### src/rtl/updown_pkg.sv
// Shared encodings for the up/down step sequencer: FSM states, direction and owner codes.
package updown_pkg;

  localparam int unsigned LEN_W_DEFAULT = 4;

  typedef enum logic [1:0] {
    ST_IDLE  = 2'd0,
    ST_GRANT = 2'd1,
    ST_RUN   = 2'd2,
    ST_DONE  = 2'd3
  } state_t;

  localparam logic DIR_UP = 1'b1;
  localparam logic DIR_DN = 1'b0;

  localparam logic OWN_A = 1'b0;
  localparam logic OWN_B = 1'b1;

endpackage

### src/rtl/rr_arbiter2.sv
// Two-way round-robin arbiter; the pointer moves to the losing side on every advance.
module rr_arbiter2
  import updown_pkg::*;
(
  input  logic clock,
  input  logic reset,
  input  logic req_a,
  input  logic req_b,
  input  logic advance,
  output logic owner
);

  logic ptr_r;

  // A lone request wins; a tie goes to the pointer's side.
  always_comb begin
    owner = OWN_A;
    if (req_a && req_b) begin
      owner = ptr_r;
    end else if (req_b) begin
      owner = OWN_B;
    end
  end

  always_ff @(posedge clock or posedge reset) begin
    if (reset) begin
      ptr_r <= OWN_A;
    end else if (advance) begin
      ptr_r <= ~owner;
    end
  end

endmodule

### src/rtl/updown_step_sequencer.sv
// Shares one up/down counter between requesters A and B, driving cnt_en/cnt_up for
// exactly len cycles per granted burst, with registered Moore outputs.
module updown_step_sequencer
  import updown_pkg::*;
#(
  parameter int unsigned LEN_W = LEN_W_DEFAULT
) (
  input  logic             clock,
  input  logic             reset,
  input  logic             req_a,
  input  logic             up_a,
  input  logic [LEN_W-1:0] len_a,
  input  logic             req_b,
  input  logic             up_b,
  input  logic [LEN_W-1:0] len_b,
  output logic             gnt_a,
  output logic             gnt_b,
  output logic             done_a,
  output logic             done_b,
  output logic             cnt_en,
  output logic             cnt_up,
  output logic             busy
);

  state_t           state_r, state_d;
  logic             owner_r, owner_d;
  logic             dir_r, dir_d;
  logic [LEN_W-1:0] rem_r, rem_d;
  logic             arb_owner;
  logic             start;
  logic             own_up;
  logic [LEN_W-1:0] own_len;

  logic gnt_a_d, gnt_b_d, done_a_d, done_b_d, cnt_en_d, cnt_up_d, busy_d;

  assign start   = (state_r == ST_IDLE) && (req_a || req_b);
  assign own_up  = (owner_r == OWN_B) ? up_b : up_a;
  assign own_len = (owner_r == OWN_B) ? len_b : len_a;

  rr_arbiter2 u_arb (
    .clock   (clock),
    .reset   (reset),
    .req_a   (req_a),
    .req_b   (req_b),
    .advance (start),
    .owner   (arb_owner)
  );

  // State and burst context registers.
  always_ff @(posedge clock or posedge reset) begin
    if (reset) begin
      state_r <= ST_IDLE;
      owner_r <= OWN_A;
      dir_r   <= DIR_DN;
      rem_r   <= '0;
    end else begin
      state_r <= state_d;
      owner_r <= owner_d;
      dir_r   <= dir_d;
      rem_r   <= rem_d;
    end
  end

  // Next state; the owner's direction/length are captured on the edge leaving GRANT.
  always_comb begin
    state_d = state_r;
    owner_d = owner_r;
    dir_d   = dir_r;
    rem_d   = rem_r;
    unique case (state_r)
      ST_IDLE: begin
        if (start) begin
          state_d = ST_GRANT;
          owner_d = arb_owner;
        end
      end
      ST_GRANT: begin
        dir_d   = own_up;
        rem_d   = own_len;
        state_d = (own_len == '0) ? ST_DONE : ST_RUN;
      end
      ST_RUN: begin
        rem_d = rem_r - LEN_W'(1);
        if (rem_r == LEN_W'(1)) begin
          state_d = ST_DONE;
        end
      end
      ST_DONE: begin
        state_d = ST_IDLE;
      end
      default: begin
        state_d = ST_IDLE;
      end
    endcase
  end

  // Output values for the coming cycle, decoded from the next state.
  always_comb begin
    gnt_a_d  = 1'b0;
    gnt_b_d  = 1'b0;
    done_a_d = 1'b0;
    done_b_d = 1'b0;
    cnt_en_d = 1'b0;
    cnt_up_d = DIR_DN;
    busy_d   = (state_d != ST_IDLE);
    unique case (state_d)
      ST_GRANT: begin
        gnt_a_d = (owner_d == OWN_A);
        gnt_b_d = (owner_d == OWN_B);
      end
      ST_RUN: begin
        cnt_en_d = 1'b1;
        cnt_up_d = dir_d;
      end
      ST_DONE: begin
        done_a_d = (owner_d == OWN_A);
        done_b_d = (owner_d == OWN_B);
      end
      default: begin
      end
    endcase
  end

  always_ff @(posedge clock or posedge reset) begin
    if (reset) begin
      gnt_a  <= 1'b0;
      gnt_b  <= 1'b0;
      done_a <= 1'b0;
      done_b <= 1'b0;
      cnt_en <= 1'b0;
      cnt_up <= 1'b0;
      busy   <= 1'b0;
    end else begin
      gnt_a  <= gnt_a_d;
      gnt_b  <= gnt_b_d;
      done_a <= done_a_d;
      done_b <= done_b_d;
      cnt_en <= cnt_en_d;
      cnt_up <= cnt_up_d;
      busy   <= busy_d;
    end
  end

endmodule

### config.mk
export PLATFORM = sky130hd
export DESIGN_NAME = updown_step_sequencer
export DESIGN_NICKNAME = d
export VERILOG_FILES = /design/src/rtl/updown_pkg.sv /design/src/rtl/rr_arbiter2.sv /design/src/rtl/updown_step_sequencer.sv
export SDC_FILE = /design/constraint.sdc
export NUM_CORES = 1
export LEC_CHECK = 0
export CAP_MARGIN = 10
export CORE_MARGIN = 2
export CORE_UTILIZATION = 60
export DETAILED_ROUTE_END_ITERATION = 10
export DONT_BUFFER_PORTS = 1
export PLACE_DENSITY = 0.86
export SYNTH_ARGS = -nofsm -noshare
export SYNTH_HDL_FRONTEND = slang
export SYNTH_SLANG_ARGS = --single-unit
### constraint.sdc
create_clock -name clock -period 3.22 [get_ports clock]
set_input_delay 0.644 -clock clock [delete_from_list [all_inputs] [get_ports clock]]
set_output_delay 0.644 -clock clock [all_outputs]
set_load 0.05 [all_outputs]
==> out/metrics.yaml <==
place:
  portBuffers: 0
  dp_worst_setup_slack_ns: 1.237
  placed_area_sq_um: 888.4
  hpwl_mm: 1.103
  globalplace.congestion: 0.7095
final_layout:
  drive_above_1_share_pct: 19.75
  nets: 102
  fillers: 98
  stdcell_area_sq_um: 924.6
  final_common_cell: "dfrtp_1"
  syn_to_final_growth_pct: 3.647
  final_cell_mix: "dfrtp_1 (16), inv_1 (6), a21oi_1 (6), ha_1 (6), o21ai_0 (5)"
  antenna_cells: 0
floorplanning:
  initial_utilization_pct: 66.08
  die_area_sq_um: 1811
  pin_count: 21
  die-width_um: 42.56
  rows: 13
  die_h_um: 42.56
  core-area_sq_um: 1350
setup_path:
  required_ns: 3.41
  critical-path-max-stage-delay_ns: 0.61
  worstPathMaxFanout: 8
  critical_path.startpoint_type: "flop"
  critPathCaptureType: "flop"
  crit_type: "flop to flop"
  slowest_stage: "or4b_2"
  cp.arrival_ns: 2.16
  crit_chain: "inv_1 > ha_1 > or4b_2 > nor3_2 > nor4b_4 > o211a_1"
outcome:
  outcome: "completed"
detailed_routing:
  via_per_inst: 6.073
  first_iter_violations: 8
  num_vias: 583
  drtPass1Iterations: 4
  routed_wl_mm: 1.518
  drc: 0
  drtAntennaViolNets: 0
  detail_route.wl_per_cell_um: 15.81
clock_network:
  path_clk_slew_ns: 0.10
  clk_latency_ns: 0.29
  cts_tree: "done"
  hold_buffers: 0
  cts_setup_buffers: 0
  clock-sinks: 16
  clockBufferDepth: 2
  root_buffer: "clkbuf_4"
  numCtsBuffers: 3
  cts_resized: 0
  cts_max_level: 1
synthesis:
  async_reset_ff_share_pct: 100.0
  netlist_instances: 81
  synth_cell_types: 30
  ys_seq_area_share_pct: 44.88
  synth_seq_cells: 16
  synth_top_flop_cell: "dfrtp_1"
  avgSynthCellArea_sq_um: 11.01
  synth_area_sq_um: 892.1
  syn_nets: 101
  yosysWarnings: 0
  synth-edff-count: 0
sta:
  fmax_mhz: 507.6
  drv_slew: 0
  max_slew_margin_pct: 59.21
  layout_setup_ws_ns: 1.250
  period_needed_ns: 1.970
  hold_viol_final: 0
  fin_crit_sh_pct: 61.19
  rsz0062_at_grt: "no"
  setup_viol_count_final: 0
  skew_ns: 0.001545
  fin_tns_setup_ns: 0
  tightestPinTransition_ns: 0.6092
global_route:
  grt_max_degree: 18
  antenna_found_initial: 0
  grt.met3_usage_pct: 6.466
  grtUsageMet1_pct: 27.42
  grt-busiest-layer: "met2"
  grt_use_total_pct: 19.95
  grt_pass1_wl_mm: 2.573
  grtUsageMet2_pct: 28.31
  grt_pass1_vias: 577
  overflow: 0
pwr:
  total_power_uw: 1114
  p_per_area_nw_per_um2: 1204
  peakVddDrop_uv: 650.8
  p_leak_uw: 0.0004125
job:
  drv_cap: 0
min_path:
  min_path_type: "input pin to async pin"
## cell usage after synthesis (2+ instances only)
cell	number	share of area, %
mux2_2	4	5.0
nor2_1	2	0.84
dfrtp_1	16	45
ha_1	6	8.4
a21oi_1	6	3.4
nand3_1	3	1.7
nand2b_1	4	2.8
clkbuf_1	2	0.84
o21ai_0	5	2.8
inv_1	6	2.5
nor3_2	4	4.5
nand2_1	4	1.7
o211ai_1	2	1.7
## per-layer routing
layer	vias to the layer above	routed length (um)
met5	-	0
met4	0	34
met3	5	97
met2	20	642
met1	269	743
li1	289	-
## state kept, by name, summed over array words and instances, names as in the netlist
name,count
cnt_up,1
cnt_en,1
dir_r,1
u_arb.ptr_r,1
owner_r,1
state_r,2
done_b,1
rem_r,4
done_a,1
gnt_a,1
gnt_b,1
busy,1
## cell families (layout without fill, tap and decap cells)
| kind of cell | Yosys count | count (layout) | share of synthesized area (%) |
|---|---|---|---|
| compound gates | 18 | 18 | 12.34 |
| flops | 16 | 16 | 44.88 |
| simple gates | 26 | 26 | 23.14 |
| buf+inv | 10 | 10 | 5.049 |
| fa+ha+maj | 6 | 6 | 8.415 |
| mux | 5 | 5 | 6.171 |
## path summary, 6_finish.rpt
check / start / end / slack (ns) / depth (start not counted)
worst min register to register: u_arb.ptr_r / u_arb.ptr_r / 0.49 / 1
worst max register to register: state_r[1] / cnt_up / 1.25 / 6
max in group asynchronous: reset / busy / 2.54 / 1
worst max-delay path: state_r[1] / cnt_up / 1.25 / 6
worst min-delay path: reset / rem_r[1] / 0.29 / 1
min in group clock: req_b / u_arb.ptr_r / 0.44 / 1
## through the flow
| stage | util [%] | hold WS (ns) | std cells |
|---|---|---|---|
| final | 68.49 | 0.2948 | 96 |
| after global routing | 68.49 | 0.3502 | 96 |
| after CTS | 68.49 | 0.3185 | 96 |
| after detailed placement | 65.80 | 0.4752 | 92 |
| after global placement | 65.80 | 0.4684 | 92 |
| after floorplan | - | 0.4499 | 81 |
## worst max-delay path: cells and delay by family (launching register included)
kind / cells / cell delay [ns]
AND/OR/NAND/NOR: 3 / 0.94
flip-flops: 1 / 0.39
AO/OA/AOI/OAI: 1 / 0.22
adder cells (fa/ha/maj): 1 / 0.21
buffers and inverters: 1 / 0.11
## power by group
group          total (uW)  switching, uW  internal (uW)
clock network         137           68.1           69.0
logic                 503            292            210
registers             474            179            295
## final cells by class
cell class	count	area [sq um]	area share [%]
clock buffers	4	36.28	3.924
inverters	6	22.52	2.436
multi-input cells	55	446.7	48.31
flip-flops and latches	16	400.4	43.30
well taps	15	18.77	2.030
No activity file was read; power rests on OpenSTA's default activity.
